--- config.mk ---
export PLATFORM = sky130hd
export DESIGN_NAME = tone_i2s_tx
export DESIGN_NICKNAME = d
export VERILOG_FILES = /design/src/rtl/tone_i2s_tx.sv
export SDC_FILE = /design/constraint.sdc
export NUM_CORES = 1
export LEC_CHECK = 0
export ABC_AREA = 1
export CAP_MARGIN = 5
export CORE_MARGIN = 4
export CORE_UTILIZATION = 36
export DETAILED_ROUTE_END_ITERATION = 8
export PLACE_DENSITY = 0.59
export SYNTH_ARGS = -nofsm -noshare
export SYNTH_HDL_FRONTEND = slang
export SYNTH_SLANG_ARGS = --single-unit
--- constraint.sdc ---
create_clock -name clk -period 14.7 [get_ports clk]
set_input_delay 2.94 -clock clk [delete_from_list [all_inputs] [get_ports clk]]
set_output_delay 2.94 -clock clk [all_outputs]
set_load 0.01 [all_outputs]
--- src/rtl/tone_i2s_tx.sv ---
`default_nettype none
// ============================================================================
// Module   : tone_i2s_tx
// Brief    : Stereo square-wave tone synthesizer with a left-justified
//            4-wire serial DAC link (mclk, lrck, sck, sdin).
// Revision : 1.0 - initial release
// ============================================================================
module tone_i2s_tx #(
    parameter int CLK_HZ = 100_000_000,
    parameter int SIL_HZ = 20_000
) (
    input  logic        clk,
    input  logic        rst,
    input  logic [31:0] toneL,
    input  logic [31:0] toneR,
    input  logic [2:0]  volume,
    input  logic        mute,
    output logic        audio_mclk,
    output logic        audio_lrck,
    output logic        audio_sck,
    output logic        audio_sdin
);

    localparam logic [1:0]  c_st_idle  = 2'd0;
    localparam logic [1:0]  c_st_div_l = 2'd1;
    localparam logic [1:0]  c_st_div_r = 2'd2;
    localparam logic [31:0] c_dividend = 32'(CLK_HZ);
    localparam logic [31:0] c_sil      = 32'(SIL_HZ);
    localparam logic [5:0]  c_div_last = 6'd32;

    logic [1:0]  r_state;
    logic [5:0]  r_dcnt;
    logic [31:0] r_capL;
    logic [31:0] r_capR;
    logic [32:0] r_rem;
    logic [31:0] r_quo;
    logic [31:0] r_hp    [2];
    logic [31:0] r_tcnt  [2];
    logic        r_phase [2];
    logic [8:0]  r_fc;
    logic [15:0] r_frame_l;
    logic [15:0] r_frame_r;
    logic        r_sdin;

    logic [31:0] w_cap;
    logic        w_silent;
    logic [32:0] w_divisor;
    logic [33:0] w_shift;
    logic [33:0] w_trial;
    logic        w_ge;
    logic        w_div_done;
    logic [31:0] w_hp_new;
    logic [1:0]  w_ld;
    logic        w_unused;
    logic [15:0] w_amp;
    logic [15:0] w_smp [2];
    logic [8:0]  w_fc_nx;
    logic        w_wrap;
    logic [15:0] w_word;
    logic [3:0]  w_bit_idx;

    // Restoring division of CLK_HZ by 2*tone, one quotient bit per cycle.
    assign w_cap      = (r_state == c_st_div_r) ? r_capR : r_capL;
    assign w_silent   = (w_cap == 32'd0) || (w_cap >= c_sil);
    assign w_divisor  = {w_cap, 1'b0};
    assign w_shift    = {r_rem, r_quo[31]};
    assign w_ge       = (w_shift >= {1'b0, w_divisor});
    assign w_trial    = w_shift - {1'b0, w_divisor};
    assign w_div_done = (r_state != c_st_idle) &&
                        (((r_dcnt == 6'd0) && w_silent) || (r_dcnt == c_div_last));
    assign w_hp_new   = w_silent ? 32'd0 : r_quo;
    assign w_ld[0]    = w_div_done && (r_state == c_st_div_l);
    assign w_ld[1]    = w_div_done && (r_state == c_st_div_r);
    assign w_unused   = &{1'b0, w_trial[33], w_shift[33]};

    always_ff @(posedge clk or posedge rst) begin
        if (rst) begin
            r_state <= c_st_idle;
            r_dcnt  <= 6'd0;
            r_capL  <= 32'd0;
            r_capR  <= 32'd0;
            r_rem   <= 33'd0;
            r_quo   <= 32'd0;
            r_hp[0] <= 32'd0;
            r_hp[1] <= 32'd0;
        end else begin
            case (r_state)
                c_st_idle: begin
                    r_dcnt <= 6'd0;
                    r_rem  <= 33'd0;
                    r_quo  <= c_dividend;
                    if (toneL != r_capL) begin
                        r_capL  <= toneL;
                        r_state <= c_st_div_l;
                    end else if (toneR != r_capR) begin
                        r_capR  <= toneR;
                        r_state <= c_st_div_r;
                    end
                end
                c_st_div_l, c_st_div_r: begin
                    if (w_div_done) begin
                        if (r_state == c_st_div_r) begin
                            r_hp[1] <= w_hp_new;
                        end else begin
                            r_hp[0] <= w_hp_new;
                        end
                        r_state <= c_st_idle;
                    end else begin
                        r_rem  <= w_ge ? w_trial[32:0] : w_shift[32:0];
                        r_quo  <= {r_quo[30:0], w_ge};
                        r_dcnt <= r_dcnt + 6'd1;
                    end
                end
                default: r_state <= c_st_idle;
            endcase
        end
    end

    // Half-period counters; a freshly loaded hp restarts the count but keeps phase.
    always_ff @(posedge clk or posedge rst) begin
        if (rst) begin
            for (int i = 0; i < 2; i++) begin
                r_tcnt[i]  <= 32'd0;
                r_phase[i] <= 1'b0;
            end
        end else begin
            for (int i = 0; i < 2; i++) begin
                if (w_ld[i] || (r_hp[i] == 32'd0)) begin
                    r_tcnt[i] <= 32'd0;
                end else if (r_tcnt[i] == r_hp[i] - 32'd1) begin
                    r_tcnt[i]  <= 32'd0;
                    r_phase[i] <= ~r_phase[i];
                end else begin
                    r_tcnt[i] <= r_tcnt[i] + 32'd1;
                end
            end
        end
    end

    assign w_amp = (volume >= 3'd5) ? 16'h4000 : (16'h0200 << volume);

    always_comb begin
        for (int i = 0; i < 2; i++) begin
            w_smp[i] = 16'h0000;
            if (!mute && (r_hp[i] != 32'd0)) begin
                w_smp[i] = r_phase[i] ? w_amp : (~w_amp + 16'd1);
            end
        end
    end

    // The word for the next bit slot is chosen from the post-increment counter,
    // so the new left sample's MSB leaves on the same edge the frame is latched.
    assign w_fc_nx   = r_fc + 9'd1;
    assign w_wrap    = (r_fc == 9'd511);
    assign w_word    = w_fc_nx[8] ? r_frame_r : (w_wrap ? w_smp[0] : r_frame_l);
    assign w_bit_idx = 4'd15 - w_fc_nx[7:4];

    always_ff @(posedge clk or posedge rst) begin
        if (rst) begin
            r_fc      <= 9'd0;
            r_frame_l <= 16'd0;
            r_frame_r <= 16'd0;
            r_sdin    <= 1'b0;
        end else begin
            r_fc <= w_fc_nx;
            if (w_wrap) begin
                r_frame_l <= w_smp[0];
                r_frame_r <= w_smp[1];
            end
            if (r_fc[3:0] == 4'hF) begin
                r_sdin <= w_word[w_bit_idx];
            end
        end
    end

    assign audio_mclk = r_fc[1];
    assign audio_sck  = r_fc[3];
    assign audio_lrck = r_fc[8];
    assign audio_sdin = r_sdin;

endmodule
`default_nettype wire

==> qor.txt, run 1 <==
Total via count in the routed design - 18300
Post-synth EDFFs - 0
Fin nets - 3088
Slew at the pin with the worst max-slew slack - 1.11 ns
Number of max-slew violations in the final report - 0
Sum of overflow across all layers after global routing - 0
Post-synthesis async set-or-reset flop share - 100%
Vias in the first global route - 17400
Detailed-route wire length per cell - 15.4 µm
Iteration-0 DRC Markers - 1224
Pin count of the biggest net entering global routing - 102
Rel. slew slack - 25.6%
Achievable frequency - 0.195 GHz
Number of H-tree levels - 2
Internal portion of total power - 0.00202 W
Setup repair after global routing missed its margin - no
Die X - 244 µm
Number of standard-cell rows in the floorplan - 86
Area of the die - 59700 µm²
Max-cap violations - 0
Number of buffers between clock root and the deepest sink - 3
Clk Latency, worst-skew pair - 0.55 ns
Average via count per standard cell - 4.88
Layout Skew - 0.0213 ns
HPWL after DPL - 44200 µm
Count of unresolved DRC violations after routing - 0
Power share of the combinational group - 43.7%
Fin crit share - 34.9%
Commonest non-fill, non-tap cells in the layout - sky130_fd_sc_hd__nand2_1 (806), sky130_fd_sc_hd__inv_1 (401), sky130_fd_sc_hd__nor2_1 (376)
Setup TNS - 0 ns
Type of origin of the critical path - primary input
Synthesized area divided by synthesized cell count - 6.87 µm²
Power share of the clock group - 26.9%
Top area cells in the synthesized netlist - sky130_fd_sc_hd__dfrtp_1 (37%), sky130_fd_sc_hd__nand2_1 (15%), sky130_fd_sc_hd__inv_1 (7.5%)
Critical Path Sink Type - register
Fraction of layout instances using a drive strength above 1 - 4.80%
Core Area - 55200 µm²
Hold Slack - 0.449 ns
Count of final setup violators - 0
Path category of the worst min-delay check - reg2reg
Root Buffer - sky130_fd_sc_hd__clkbuf_16
Post-CTS Setup Bufs - 0
Placer Congestion - 0.926
Largest fanout of any net on the critical path - 44
Required @ worst endpoint - 15.16 ns
Mapped Area - 20100 µm²
Hold Violations, Final - 0
Number of buffers added by the clock tree synthesis step - 37
Count of cells resized by post-cts repair - 0
TritonCTS clock tree - built
Count of buffers inserted at the top-level ports - 73
Residual antenna-violating net count after detailed routing - 0
Power density over the cells - 155 nW/µm²
Post-layout min period - 5.13 ns
Status - finished clean
Total routing usage reported by global routing - 19.1%
Seq/Total Area, Yosys - 37.3%
NetSw - 0.00151 W
Number of register bits inferred by synthesis - 300
Fraction of synthesized cell area taken by the top area cell type - 37.3%
Most common cell after layout, fill and taps aside - sky130_fd_sc_hd__nand2_1
Initial antenna violation count - 3
Clk sinks - 300
Sequential fraction of design power - 29.4%
Hold-fix buffer count after cts - 0
Gate count after technology mapping - 2927
Switching Fraction - 42.7%
Classification of the worst setup path - in2reg
Clk slew on worst S/H paths - 0.06 ns
Number of warnings printed during yosys synthesis - 0
First-pass detailed-route iteration total - 6
Prevailing post-synth register cell - sky130_fd_sc_hd__dfrtp_1
Count of pins on the block boundary - 74
Initial core utilization - 36.4%
Routed wire length - 57800 µm
Largest area contributor in the synthesized netlist - sky130_fd_sc_hd__dfrtp_1
Signed area change from the synthesized netlist to the final layout - 13.1%
Post-synthesis cell type count - 55
Critical Path AT - 5.59 ns
Leakage power summed over all cells - 11.5 nW
Die outline height - 244 µm
Nets in the synthesized netlist - 3040
Maximum resistive drop on vdd - 0.121 mV
Wire length of the first global-routing pass - 93400 µm
[stage by stage]
stage                     total power [W]  cells  area, µm²  utilization (%)  setup slack, ns
after floorplan                   0.00220   2927      20100                -             3.47
after global placement            0.00259   3684      21500             38.9             8.92
after detailed placement          0.00259   3684      21500             38.9             8.94
after CTS                         0.00356   3749      22700             41.2             9.52
after global routing              0.00380   3749      22700             41.2             9.27
final                             0.00353   3750      22700             41.2             9.57
[power groups by stage]
| stage | registers (W) | logic, W | clock network [W] |
|---|---|---|---|
| 6_report | 0.00104 | 0.00154 | 0.000949 |
| 5_1_grt | 0.00105 | 0.00174 | 0.00101 |
| 4_1_cts | 0.00104 | 0.00154 | 0.000976 |
| 3_5_place_dp | 0.00105 | 0.00154 | 0 |
| 3_3_place_gp | 0.00105 | 0.00154 | 0 |
| 2_1_floorplan | 0.00103 | 0.00117 | 0 |
[kinds of logic (layout without fill, tap and decap cells)]
kind of cell	after synthesis	count (layout)	synth area share (%)
DFF	300	300	37.3
AOI/OAI and AO/OA	366	366	10.2
other	0	1	0
adders and majority gates	43	43	2.71
xor gates and xnor gates	157	157	6.91
and+or+nand+nor	1578	1578	33.2
buffers and inverters	483	557	9.65
[worst paths after layout]
path	startpoint	to	slack, ns	cells after the start
max	toneR[28]	r_capR[31]	9.57	9
max reg2reg	r_state[0]	r_rem[27]	9.87	18
min	r_fc[0]	r_fc[0]	0.45	1
max in group asynchronous	rst	r_frame_r[12]	10.35	3
min reg2reg	r_fc[0]	r_fc[0]	0.45	1
min in group asynchronous	rst	r_quo[1]	2.90	2
[final cells by class]
cell class	instances	area, µm²
sequential	300	7510
multi-input combinational	2144	10700
clock inverter	18	218
fill	5846	32500
timing repair buffer	86	828
inverter	406	1540
antenna	1	2.50
tap	748	936
clock buffer	47	1030
[Yosys cell counts (all sizes together), types with 4 or more instances]
library cell  count
o21bai            4
a31oi             9
nand2           809
buf              47
o21a              4
nor4              7
o211ai            7
xor2             99
xnor2            57
o31ai             7
nor3             40
inv             405
ha               42
nand3           223
nand4            55
o2111ai           5
dfrtp           300
a21o              6
o22ai            31
nor2            386
nand3b           19
o21ai           209
or2              29
a21oi            79
clkbuf           30
[layer usage]
metal / vias to the layer above / share of wire [%] / GRT usage (%)
li1: 9412 / - / -
met5: - / 0 / 0
met4: 0 / 2.2 / 4.59
met1: 8427 / 46 / 25.9
met2: 386 / 46 / 31.9
met3: 75 / 5.2 / 3.40
[critical path, stage by stage]
cell                              delay (ns)
sky130_fd_sc_hd__clkdlybuf4s50_1        0.50
sky130_fd_sc_hd__xnor2_1                0.13
sky130_fd_sc_hd__nand4_1                0.12
sky130_fd_sc_hd__nor4_1                 0.35
sky130_fd_sc_hd__nand3_1                0.71
sky130_fd_sc_hd__nand2_1                0.22
sky130_fd_sc_hd__buf_4                  0.39
sky130_fd_sc_hd__nor2_1                 0.07
sky130_fd_sc_hd__a21oi_1                0.13
[state kept, by name (all words and copies together), names as in the netlist]
name and flops:
r_frame_l 16, r_quo 32, r_rem 33, r_frame_r 7, r_capL 32, r_state 2
r_hp 64, audio_sdin 1, r_fc 9, r_tcnt 64, r_capR 32, r_phase 2
r_dcnt 6
Note: power is estimated with default switching activity, not from simulation.
==> inputs of run 2 (changes only) <==
--- a/config.mk
+++ b/config.mk
@@ -10,7 +10,7 @@
 export CORE_MARGIN = 4
 export CORE_UTILIZATION = 36
 export DETAILED_ROUTE_END_ITERATION = 8
-export PLACE_DENSITY = 0.59
+export PLACE_DENSITY = 0.61
 export SYNTH_ARGS = -nofsm -noshare
 export SYNTH_HDL_FRONTEND = slang
 export SYNTH_SLANG_ARGS = --single-unit
==> constraint.sdc (replaced) <==
create_clock -name clk -period 4.5 [get_ports clk]
set_input_delay 0.9 -clock clk [delete_from_list [all_inputs] [get_ports clk]]
set_output_delay 0.9 -clock clk [all_outputs]
set_load 0.01 [all_outputs]
==> run 2 against run 1 <==
  * Global-route usage rose by 0.23 points
  * Routed wire length increased by 0.84%
  * Count of clock-buffer cells in the layout did not move
  * Worst setup slack worse by 9.0 ns
  * Via count rose by 0.61%
  * Worst hold slack got worse by 0.0037 ns
  * Cell count grew 0.32%
  * Flip-flop and latch count stayed put
  * Core utilization grew 0.34 points
  * Clock power grew to 3.2 times the previous value
  * Largest power group unchanged
==> qor.txt, run 2 (same netlist as run 1, synthesis figures left out) <==
Number of buffers between clock root and the deepest sink - 3
Classification of the worst setup path - reg2reg
Maximum resistive drop on vdd - 0.290 mV
Count of unresolved DRC violations after routing - 0
Clk slew on worst S/H paths - 0.06 ns
Path category of the worst min-delay check - reg2reg
TritonCTS clock tree - built
Area of the die - 59700 µm²
Worst flop-to-flop path endpoint - r_rem[32]
Vias in the first global route - 17800
First-pass detailed-route iteration total - 6
Status - finished clean
Hold-fix buffer count after cts - 0
Layout Utilization - 41.5%
Startpoint of the worst-slack reg-to-reg timing path - r_state[0]
HPWL after DPL - 45300 µm
Number of buffers added by the clock tree synthesis step - 36
Fraction of layout instances using a drive strength above 1 - 5.28%
Fin crit share - 88.3%
Cell type group with the largest total delay on the critical path - compound AO/OA/AOI/OAI gates
Type of origin of the critical path - register
Residual antenna-violating net count after detailed routing - 0
Achievable frequency - 0.252 GHz
Signed area change from the synthesized netlist to the final layout - 14.0%
Post-layout min period - 3.97 ns
Required @ worst endpoint - 4.92 ns
Count of buffers inserted at the top-level ports - 73
Post-route cell area - 22900 µm²
Initial core utilization - 36.4%
Commonest non-fill, non-tap cells in the layout - sky130_fd_sc_hd__nand2_1 (806), sky130_fd_sc_hd__inv_1 (401), sky130_fd_sc_hd__nor2_1 (376)
Rel. slew slack - 34.9%
Fin nets - 3100
Setup TNS - 0 ns
Critical path cell sequence - inv_1 -> ha_4 -> inv_4 -> o21ai_1 -> ha_1 -> a21o_1 -> a21boi_0 -> o21ai_0 -> a31oi_1 -> nand2_1 -> nand2_1 -> nand2_1 -> inv_1 -> nand2_1 -> nand3_1 -> nand2_1
Dominant cell type by count on the critical path - sky130_fd_sc_hd__nand2_1
Clk sinks - 300
Dpl cell area - 21700 µm²
Number of H-tree levels - 2
Die outline height - 244 µm
Register-to-register setup slack - 0.53 ns
Leakage power summed over all cells - 11.6 nW
Critical Path Sink Type - register
Clk Latency, worst-skew pair - 0.56 ns
Setup repair after global routing missed its margin - no
Total routing usage reported by global routing - 19.4%
Launch point of the worst hold path - r_fc[0]
Slew at the pin with the worst max-slew slack - 0.973 ns
Most common cell after layout, fill and taps aside - sky130_fd_sc_hd__nand2_1
Routed wire length - 58300 µm
Total via count in the routed design - 18400
Average via count per standard cell - 4.89
Detailed-route wire length per cell - 15.5 µm
Placer Congestion - 0.938
Number of standard-cell rows in the floorplan - 86
Pin count of the biggest net entering global routing - 114
Core Area - 55200 µm²
Sum of overflow across all layers after global routing - 0
Inserted Diodes - 0
Count of pins on the block boundary - 74
Biggest registers after layout - r_hp: 64 flops, r_tcnt: 64 flops, r_rem: 33 flops
Layout Skew - 0.0267 ns
Hold Violations, Final - 0
Largest fanout of any net on the critical path - 44
Number of max-slew violations in the final report - 0
Wire length of the first global-routing pass - 94600 µm
Buf+Inv Stages, Crit Path - 3
Die X - 244 µm
Critical Path AT - 4.39 ns
Initial antenna violation count - 0
Iteration-0 DRC Markers - 1378
Root Buffer - sky130_fd_sc_hd__clkbuf_16
Count of final setup violators - 0
Cell depth of the worst min-delay path - 1
Worst r2r path cells - 16
Highest-delay cell along the critical path - sky130_fd_sc_hd__inv_1
Power density over the cells - 507 nW/µm²
Max-cap violations - 0
Hold Slack - 0.445 ns
WHS Endpoint - r_fc[0]
Delay contributed by the slowest stage of the critical path - 0.54 ns
run 2: per-layer routing:
layer | share of wire (%) | routed length (µm) | vias to the layer above | global-route usage [%]
li1 | - | - | 9433 | -
met1 | 44 | 25900 | 8505 | 25.1
met2 | 48 | 28200 | 374 | 33.7
met3 | 3.8 | 2220 | 99 | 2.34
met4 | 3.3 | 1940 | 0 | 6.31
met5 | 0 | 0 | - | 0
run 2: worst reg2reg max path, delay by kind of cell, from the launching register on:
family	cells	cell delay, ns
adder cells (fa/ha/maj)	2	0.75
flip-flops	1	0.39
buffers and inverters	3	0.82
AO/OA/AOI/OAI	5	1.07
AND/OR/NAND/NOR	6	0.81
run 2: area by class of cell:
| class | count | area (µm²) |
|---|---|---|
| fillers | 5810 | 32300 |
| multi-input cells | 2144 | 10700 |
| flip-flops and latches | 300 | 7510 |
| inverters | 406 | 1530 |
| clock buffers | 47 | 1050 |
| repair buffers | 99 | 1010 |
| well taps | 748 | 936 |
| clock inverters | 18 | 194 |
run 2: metrics by stage:
step	setup WS (ns)	total power (W)	cells
after floorplan	-0.387	0.00719	2927
after global placement	0.462	0.00858	3697
after detailed placement	0.333	0.00858	3697
after CTS	0.280	0.0117	3762
after global routing	0.112	0.0125	3762
final	0.528	0.0116	3762
run 2: how the worst max path moves through the flow:
stage | from | to | slack [ns] | cells after the start
4_1_cts | r_state[0] | r_rem[32] | 0.28 | 16
6_report | r_state[0] | r_rem[32] | 0.53 | 16
5_1_grt | r_state[0] | r_rem[18] | 0.11 | 18
2_1_floorplan | rst | audio_sdin | -0.39 | 1
3_3_place_gp | r_state[0] | r_rem[32] | 0.46 | 16
3_5_place_dp | r_state[0] | r_rem[32] | 0.33 | 16
run 2: what timing repair did:
action	in CTS	in global routing
gates resized for setup	0	1
buffers inserted	0	0
endpoints found under the setup margin	0	17
run 2: power breakdown:
group | leakage (nW) | total [W] | switching (W) | internal, W
clock network | 0.623 | 0.00305 | 0.00122 | 0.00184
logic | 7.02 | 0.00516 | 0.00345 | 0.00171
registers | 3.95 | 0.00342 | 0.000309 | 0.00311
==> inputs of run 3 (changes only) <==
--- a/config.mk
+++ b/config.mk
@@ -8,9 +8,9 @@
 export ABC_AREA = 1
 export CAP_MARGIN = 5
 export CORE_MARGIN = 4
-export CORE_UTILIZATION = 36
+export CORE_UTILIZATION = 57
 export DETAILED_ROUTE_END_ITERATION = 8
-export PLACE_DENSITY = 0.61
+export PLACE_DENSITY = 0.74
 export SYNTH_ARGS = -nofsm -noshare
 export SYNTH_HDL_FRONTEND = slang
 export SYNTH_SLANG_ARGS = --single-unit
==> run 3 against run 2 <==
  * Maximum frequency up 1.1%
  * Routed wire length rose by 1.7%
  * Combinational power is essentially flat
  * Global-route usage increased by 11 points
  * Count of clock-buffer cells in the layout is 3 higher
  * Sequential power up 1%
  * Critical path depth increased by 2
  * Clock skew down 0.013 ns
  * Flip-flop and latch count stayed put
  * Design area is 2.5% lower
  * Critical endpoint unchanged
  * Worst setup slack gained 0.043 ns
  * Non-clock buffer count decreased by 5
==> qor.txt, run 3 (same netlist as run 1, synthesis figures left out) <==
Clk Latency, worst-skew pair - 0.55 ns
Critical Path AT - 4.36 ns
Max-cap violations - 0
Clk sinks - 300
Achievable frequency - 0.255 GHz
Area of the die - 38300 µm²
Path category of the worst min-delay check - reg2reg
Number of fillers in the final layout - 3153
Launch point of the worst hold path - r_fc[0]
Count of pins on the block boundary - 74
Power density over the cells - 513 nW/µm²
Routed wire length - 59300 µm
Critical Path Start - r_state[0]
Detailed-route wire length per cell - 17.1 µm
Total routing usage reported by global routing - 30.8%
Pin count of the biggest net entering global routing - 87
Post-layout min period - 3.93 ns
Clk slew on worst S/H paths - 0.06 ns
Worst r2r path cells - 18
Number of buffers between clock root and the deepest sink - 3
Area taken by flip-flops and latches - 7510 µm²
Classification of the worst setup path - reg2reg
Count of cells resized by post-cts repair - 0
Status - finished clean
Final standard cell count with taps included and fillers excluded - 3462
First-pass detailed-route iteration total - 8
Most common cell after layout, fill and taps aside - sky130_fd_sc_hd__nand2_1
WHS Endpoint - r_fc[0]
Startpoint of the worst-slack reg-to-reg timing path - r_state[0]
Count of unresolved DRC violations after routing - 0
Number of buffers added by the clock tree synthesis step - 36
Hold-fix buffer count after cts - 0
Vias in the first global route - 18300
Setup repair after global routing missed its margin - no
Hold Slack - 0.453 ns
Type of origin of the critical path - register
Area of the multi-input gates - 10700 µm²
Initial antenna violation count - 1
Count of buffers inserted at the top-level ports - 73
Root Buffer - sky130_fd_sc_hd__clkbuf_16
Biggest registers after layout - r_hp: 64 flops, r_tcnt: 64 flops, r_rem: 33 flops
Pre-CTS setup slack - 0.617 ns
Cell depth of the worst min-delay path - 1
Number of max-slew violations in the final report - 0
TritonCTS clock tree - built
Sum of overflow across all layers after global routing - 0
Placer Congestion - 1.04
Overall power of the completed layout - 0.0115 W
Critical Path Sink Type - register
Average via count per standard cell - 5.51
Maximum resistive drop on vdd - 0.374 mV
Core Area - 34700 µm²
Residual antenna-violating net count after detailed routing - 0
Die outline height - 196 µm
Slew at the pin with the worst max-slew slack - 1.05 ns
Fin crit share - 87.3%
Die X - 196 µm
Fraction of layout instances using a drive strength above 1 - 4.86%
Fin nets - 3095
Largest fanout of any net on the critical path - 56
Required @ worst endpoint - 4.93 ns
HPWL after DPL - 46100 µm
Leakage power summed over all cells - 11.5 nW
Register-to-register setup slack - 0.57 ns
Rel. slew slack - 29.9%
Placed cells - 3399
Wire length of the first global-routing pass - 95800 µm
Total via count in the routed design - 19100
Worst flop-to-flop path endpoint - r_rem[32]
Post-CTS Setup Bufs - 0
Initial core utilization - 57.9%
Hold Violations, Final - 0
Iteration-0 DRC Markers - 1556
Signed area change from the synthesized netlist to the final layout - 11.2%
Number of H-tree levels - 2
Layout Skew - 0.0135 ns
Commonest non-fill, non-tap cells in the layout - sky130_fd_sc_hd__nand2_1 (806), sky130_fd_sc_hd__inv_1 (401), sky130_fd_sc_hd__nor2_1 (376)
Final worst-path setup slack - 0.571 ns
Count of final setup violators - 0
Number of standard-cell rows in the floorplan - 68
## run 3: worst max-delay path by stage
| stage | slack (ns) | cells after the start | endpoint |
|---|---|---|---|
| after floorplan | -0.39 | 1 | audio_sdin |
| after global placement | 0.67 | 18 | r_rem[24] |
| after detailed placement | 0.62 | 18 | r_rem[24] |
| after CTS | 0.61 | 18 | r_rem[32] |
| after global routing | 0.22 | 23 | r_rem[17] |
| final | 0.57 | 18 | r_rem[32] |
## run 3: layer usage
| metal | wire length [µm] | GRT usage [%] |
|---|---|---|
| met5 | 0 | 0 |
| met3 | 3670 | 5.22 |
| met2 | 27700 | 50.4 |
| met1 | 24600 | 39.9 |
| met4 | 3260 | 14.9 |
## run 3: critical path: stages (launching register included)
cell and delay, ns:
sky130_fd_sc_hd__dfrtp_1 0.40, sky130_fd_sc_hd__inv_1 0.09, sky130_fd_sc_hd__ha_2 0.63, sky130_fd_sc_hd__nand2_1 0.09
sky130_fd_sc_hd__o21ai_0 0.17, sky130_fd_sc_hd__inv_1 0.15, sky130_fd_sc_hd__ha_1 0.40, sky130_fd_sc_hd__a21oi_1 0.27
sky130_fd_sc_hd__a21boi_0 0.35, sky130_fd_sc_hd__o21ai_0 0.14, sky130_fd_sc_hd__a31oi_1 0.16, sky130_fd_sc_hd__nand2_1 0.11
sky130_fd_sc_hd__nand2_1 0.07, sky130_fd_sc_hd__nand2_1 0.08, sky130_fd_sc_hd__buf_12 0.20, sky130_fd_sc_hd__inv_1 0.23
sky130_fd_sc_hd__nand2_1 0.08, sky130_fd_sc_hd__nand3_1 0.09, sky130_fd_sc_hd__nand2_1 0.07
## run 3: layout make-up
class                   count  area share [%]
flip-flops and latches    300            33.6
repair buffers             94            4.20
multi-input cells        2144            47.7
clock inverters            12           0.487
well taps                 455            2.55
clock buffers              50            4.63
diodes                      1          0.0112
inverters                 406            6.85
## run 3: where the power goes
part / leakage, nW / internal [W] / switching [W] / total, W
sequential: 3.95 / 0.00311 / 0.000357 / 0.00347
combinational: 6.98 / 0.00167 / 0.00348 / 0.00514
clock: 0.559 / 0.00167 / 0.00119 / 0.00286
total: 11.5 / 0.00645 / 0.00502 / 0.0115
## run 3: per-stage QoR
| stage | setup TNS, ns | cell area, µm² | util, % |
|---|---|---|---|
| 2_1_floorplan | -116.12 | 20100 | - |
| 3_3_place_gp | 0 | 21200 | 61.1 |
| 3_5_place_dp | 0 | 21200 | 61.1 |
| 4_1_cts | 0 | 22400 | 64.4 |
| 5_1_grt | 0 | 22400 | 64.4 |
| 6_report | 0 | 22400 | 64.4 |
